--- config.mk ---
export PLATFORM = sky130hd
export DESIGN_NAME = uart_transmitter
export DESIGN_NICKNAME = d
export VERILOG_FILES = /design/src/rtl/uart_transmitter.sv
export SDC_FILE = /design/constraint.sdc
export NUM_CORES = 1
export LEC_CHECK = 0
export ABC_CLOCK_PERIOD_IN_PS = 1850
export BUFFER_PORTS_ARGS = -buffer_cell sky130_fd_sc_hd__buf_2
export CAP_MARGIN = 25
export CORE_ASPECT_RATIO = 1.25
export CORE_MARGIN = 8
export CORE_UTILIZATION = 45
export CTS_CLUSTER_SIZE = 14
export DETAILED_ROUTE_END_ITERATION = 10
export HOLD_SLACK_MARGIN = 0.1
export PLACE_DENSITY_LB_ADDON = 0.15
export SYNTH_ARGS = -nofsm -noshare
export SYNTH_HDL_FRONTEND = slang
export SYNTH_SLANG_ARGS = --single-unit
export TNS_END_PERCENT = 5
--- constraint.sdc ---
create_clock -name tx_tick -period 1.85 [get_ports tx_tick]
set_input_delay 0 -clock tx_tick [delete_from_list [all_inputs] [get_ports tx_tick]]
set_output_delay 0 -clock tx_tick [all_outputs]
set_load 0.05 [all_outputs]
--- src/rtl/uart_transmitter.sv ---
// UART transmitter: start, 5..8 LSB-first data bits, optional parity, 1 or 2 stop bits.
// One rising edge of tx_tick is one bit period. Define UART_TX_BREAK_EN to add the tx_break input.
module uart_transmitter (
  input  logic       tx_tick,
  input  logic       rst,
  input  logic       enable,
  input  logic [1:0] parity_type,
  input  logic [3:0] frame_length,
  input  logic       stop_bit_type,
  input  logic       tx_start,
  input  logic [7:0] tx_data,
`ifdef UART_TX_BREAK_EN
  input  logic       tx_break,
`endif
  output logic       tx_out,
  output logic       tx_busy,
  output logic       tx_done
);

  localparam int unsigned DATA_W = 8;
  localparam int unsigned CNT_W  = 3;
  localparam int unsigned LEN_W  = 4;
  localparam logic [LEN_W-1:0] MIN_LEN = LEN_W'(5);
  localparam logic [LEN_W-1:0] MAX_LEN = LEN_W'(8);

  typedef enum logic [2:0] {
    IDLE, START, DATA, PARITY, STOP1, STOP2, BREAK_HOLD
  } state_t;

  state_t             r_state;
  state_t             w_next_state;
  logic [DATA_W-1:0]  r_data;
  logic [1:0]         r_parity;
  logic [CNT_W-1:0]   r_len_m1;
  logic               r_two_stop;
  logic [CNT_W-1:0]   r_bit_cnt;

  logic [CNT_W-1:0]   w_len_m1;
  logic [DATA_W-1:0]  w_mask;
  logic [CNT_W-1:0]   w_next_cnt;
  logic [CNT_W-1:0]   w_cnt_inc;
  logic               w_next_out;
  logic               w_next_done;
  logic               w_load;
  logic               w_par_en;
  logic               w_par_bit;
  logic               w_break;

`ifdef UART_TX_BREAK_EN
  assign w_break = tx_break;
`else
  assign w_break = 1'b0;
`endif

  // Clamp the requested length to 5..8, stored as (length - 1)
  always_comb begin
    w_len_m1 = CNT_W'(frame_length - LEN_W'(1));
    if (frame_length < MIN_LEN) begin
      w_len_m1 = CNT_W'(4);
    end else if (frame_length > MAX_LEN) begin
      w_len_m1 = CNT_W'(7);
    end
    w_mask = DATA_W'(8'hFF >> (CNT_W'(7) - w_len_m1));
  end

  // Unsent bits are masked off at latch time, so parity covers only transmitted bits
  assign w_par_en  = r_parity[0] ^ r_parity[1];
  assign w_par_bit = (^r_data) ^ r_parity[0];
  assign w_cnt_inc = r_bit_cnt + CNT_W'(1);

  always_ff @(posedge tx_tick or posedge rst) begin
    if (rst) begin
      r_state    <= IDLE;
      tx_out     <= 1'b1;
      tx_busy    <= 1'b0;
      tx_done    <= 1'b0;
      r_bit_cnt  <= '0;
      r_data     <= '0;
      r_parity   <= '0;
      r_len_m1   <= '0;
      r_two_stop <= 1'b0;
    end else begin
      r_state   <= w_next_state;
      tx_out    <= w_next_out;
      tx_busy   <= (w_next_state != IDLE);
      tx_done   <= w_next_done;
      r_bit_cnt <= w_next_cnt;
      if (w_load) begin
        r_data     <= tx_data & w_mask;
        r_parity   <= parity_type;
        r_len_m1   <= w_len_m1;
        r_two_stop <= stop_bit_type;
      end
    end
  end

  // Next state plus the line level and done flag that go with it
  always_comb begin
    w_next_state = r_state;
    w_next_out   = 1'b1;
    w_next_done  = 1'b0;
    w_next_cnt   = r_bit_cnt;
    w_load       = 1'b0;
    case (r_state)
      IDLE: begin
        if (w_break) begin
          w_next_state = BREAK_HOLD;
          w_next_out   = 1'b0;
        end else if (tx_start) begin
          w_next_state = START;
          w_next_out   = 1'b0;
          w_load       = 1'b1;
        end
      end
      START: begin
        w_next_state = DATA;
        w_next_cnt   = '0;
        w_next_out   = r_data[0];
      end
      DATA: begin
        if (r_bit_cnt == r_len_m1) begin
          if (w_par_en) begin
            w_next_state = PARITY;
            w_next_out   = w_par_bit;
          end else begin
            w_next_state = STOP1;
          end
        end else begin
          w_next_cnt = w_cnt_inc;
          w_next_out = r_data[w_cnt_inc];
        end
      end
      PARITY: w_next_state = STOP1;
      STOP1: begin
        if (r_two_stop) begin
          w_next_state = STOP2;
        end else begin
          w_next_state = IDLE;
          w_next_done  = 1'b1;
        end
      end
      STOP2: begin
        w_next_state = IDLE;
        w_next_done  = 1'b1;
      end
      BREAK_HOLD: begin
        // Release passes through IDLE so the line is high for a tick before any start
        if (w_break) begin
          w_next_out = 1'b0;
        end else begin
          w_next_state = IDLE;
        end
      end
      default: w_next_state = IDLE;
    endcase
    if (!enable) begin
      w_next_state = IDLE;
      w_next_out   = 1'b1;
      w_next_done  = 1'b0;
      w_load       = 1'b0;
    end
  end

endmodule

==> metrics <==
maximum clock frequency=565.1 MHz; Area Growth Syn to Fin=26.52%; Critical R2R Launch=r_bit_cnt[0]$_DFFE_PP0P_; setup slack, reg-to-reg=0.08 ns; Post-synth top cells=dfrtp_1 (22), xnor2_1 (11), mux2_2 (10), inv_1 (9), o21ai_0 (9); number of global-route vias before repair=1142; Crit Path Category=register to register; slew margin rel.=75.01%; Root Driver=clkbuf_4; Synth Cell Area=0.001297 mm²; Sink Count=23; cells on worst reg2reg path=5; clock-pin slew on the worst setup and hold paths=0.12 ns; Worst path slowest cell=mux4_2; H-tree depth=1; Combinational Power Share=41.0%; global-route wire length before repair=4919 µm; CP arrival=2.01 ns; Finished Cell Area=0.001642 mm²; Yosys cell types=34; final setup fails=0; top-count cell post-synth=dfrtp_1; power density over the cells=958.9 mW/mm²; leak pwr=0.7193 nW; number of CTS-inserted buffers=3; yosys warns=0; # fillers=269; met2 GRT Util=22.26%; DRT iter0 DRCs=28; IO buf count=21; Buf+Inv Stages, Crit Path=0; setup tns final=0 ns; Routability Congestion=0.7695; status=completed; maximum vdd drop=0.5914 mV; Nets=182; Synth area leaders=dfrtp_1 (42%), mux2_2 (8.7%), xnor2_1 (7.4%), mux4_1 (4.1%), o21ai_0 (3.5%); Async S/R FF share, synth=100.0%; drt first pass iters=4; grt met1 use=12.81%; Hold Vio Cnt, Final=0; multi-input gate area in the final layout=674.4 µm²; pin count of the biggest net entering global routing=24; Routed WL per cell=14.02 µm; Die Ht=76.04 µm; post-route non-filler standard cell count=196; I/O pin cnt=22; Syn Inst Count=119; dpl cells=177; GR peak layer=met2; Synth Flop Type=dfrtp_1; type of the worst min-delay path=primary input to register; WP data required=2.09 ns; WHS Path Cells=4; actual slew at the worst max-slew pin=0.3745 ns; max-slew violation count=0; vias per cell=5.143; min Tclk post-route=1.770 ns; Global Route Usage Sum=12.19%; worst r2r dst=tx_out$_DFF_PP1_; number of synthesized flops with an enable pin=0; layout cells sized above 1=28.13%; fin crit share=95.65%; initial core utilization=45.76%; share of the synthesized area in the top cell type=42.43%; switching share of total power=33.18%; Reg area=576.8 µm²; drt drc=0; area leader, netlist=dfrtp_1; Post-CTS Setup Repair Bufs=0; worst setup margin=0.08050 ns; routing usage on met3=2.941%; Core ar.=0.002835 mm²; n_diodes=0; initial antenna violation count=0; RSZ-0062 raised after global routing=false; hold slack=0.1151 ns; Layout Skew=0.01169 ns; Die Area=0.004868 mm²; total grt overflow=0; Cell Chain, Critical Path=ha_4 > mux4_2 > mux2i_1 > nand2_1 > a41o_1; hold endpoint=r_data[5]$_DFFE_PP0P_; Mapped Avg Cell Area=10.90 µm²; hpwl dp=2044 µm; Max-cap violations=0; Final Power=1.574 mW; pre-CTS setup slack=0.01554 ns; sequential share of power=44.4%; crit-path max FO=3; Clock Latency Late Sink=0.31 ns; CP peak stage delay=0.49 ns; final core occ=57.90%; Cell Area, Placed=0.001456 mm²; # rows=22; Top Family by Delay on Critical Path=multiplexers; Post-Synthesis Net Count=140; routed via count=1008; die span in x=64.03 µm; WL final=2748 µm; synthesized flop and latch total=23; deepest clock path buffer count=2; Post-DRT Antenna Nets=0; CTS tree=built; Cell Int Power=1.052 mW; CP endpoint kind=register; part of the power in the clock network=14.6%; Hold Startpoint=frame_length[0]; sw power=0.5223 mW; startpoint type of the worst setup path=register; post-synthesis sequential area ratio=44.46%
==> worst register-to-register path, stage by stage, from the launching register on <==
cell and delay [ns]:
dfrtp_1 0.44, ha_4 0.30, mux4_2 0.49, mux2i_1 0.16
nand2_1 0.08, a41o_1 0.24
==> placed cells by master (no fill, tap or decap), types with 2 or more instances in the layout <==
cell / count
and3_1: 2
o21ai_0: 9
o21a_1: 4
dlygate4sd3_1: 15
dfrtp_1: 22
clkbuf_4: 3
mux2_2: 10
nor3b_1: 2
xnor2_1: 11
a31oi_1: 2
o22ai_1: 3
a21oi_1: 5
nand2_1: 8
nor2_1: 4
nor3_1: 2
buf_4: 4
buf_2: 21
mux2i_1: 4
inv_1: 9
==> state kept, by name, summed over array words and instances (netlist names) <==
name	flops
r_two_stop	1
r_parity	2
r_bit_cnt	3
r_len_m1	3
tx_busy	1
tx_done	1
tx_out	1
r_data	8
r_state	3
==> routing by layer <==
| metal | up-vias | wire [µm] |
|---|---|---|
| li1 | 502 | - |
| met5 | - | 0 |
| met3 | 4 | 82 |
| met2 | 18 | 1498 |
| met1 | 484 | 1129 |
| met4 | 0 | 37 |
==> area by class of cell <==
type	instances	share of cell area, %
inverters	9	2.058
clock buffers	4	1.601
well taps	36	2.744
flip-flops and latches	23	35.14
multi-input cells	84	41.08
repair buffers	40	17.38
==> timing repair <==
action                                 CTS  global route
gates resized for setup                  1             1
endpoints found under the hold margin   39             0
pin swaps                                0             1
setup endpoints to repair                1             1
hold buffers                            15             0
==> logic make-up after synthesis <==
logic type,synth area share (%)
AOI/OAI and AO/OA,13.31
and+or+nand+nor,12.15
DFF,44.46
muxes,15.82
xor gates and xnor gates,8.100
buffers and inverters,4.243
adders and majority gates,1.928
==> how the worst max path moves through the flow <==
stage / from / endpoint / slack [ns] / cells after the start
after floorplan: r_bit_cnt[0]$_DFFE_PP0P_ / tx_out$_DFF_PP1_ / 0.09 / 5
after global placement: r_bit_cnt[0]$_DFFE_PP0P_ / tx_out$_DFF_PP1_ / 0.12 / 5
after detailed placement: r_bit_cnt[0]$_DFFE_PP0P_ / tx_out$_DFF_PP1_ / 0.02 / 5
after CTS: r_bit_cnt[0]$_DFFE_PP0P_ / tx_out$_DFF_PP1_ / 0.03 / 5
after global routing: r_bit_cnt[1]$_DFFE_PP0P_ / tx_out$_DFF_PP1_ / 0.04 / 5
final: r_bit_cnt[0]$_DFFE_PP0P_ / tx_out$_DFF_PP1_ / 0.08 / 5
==> power by group through the flow <==
stage | logic, mW | registers (mW) | clock network, mW
floorplan | 0.457 | 0.702 | 0
global placement | 0.577 | 0.697 | 0
detailed placement | 0.597 | 0.701 | 0
CTS | 0.642 | 0.699 | 0.237
global route | 0.706 | 0.715 | 0.257
finish | 0.645 | 0.699 | 0.229
(Power assumes the default switching activity.)
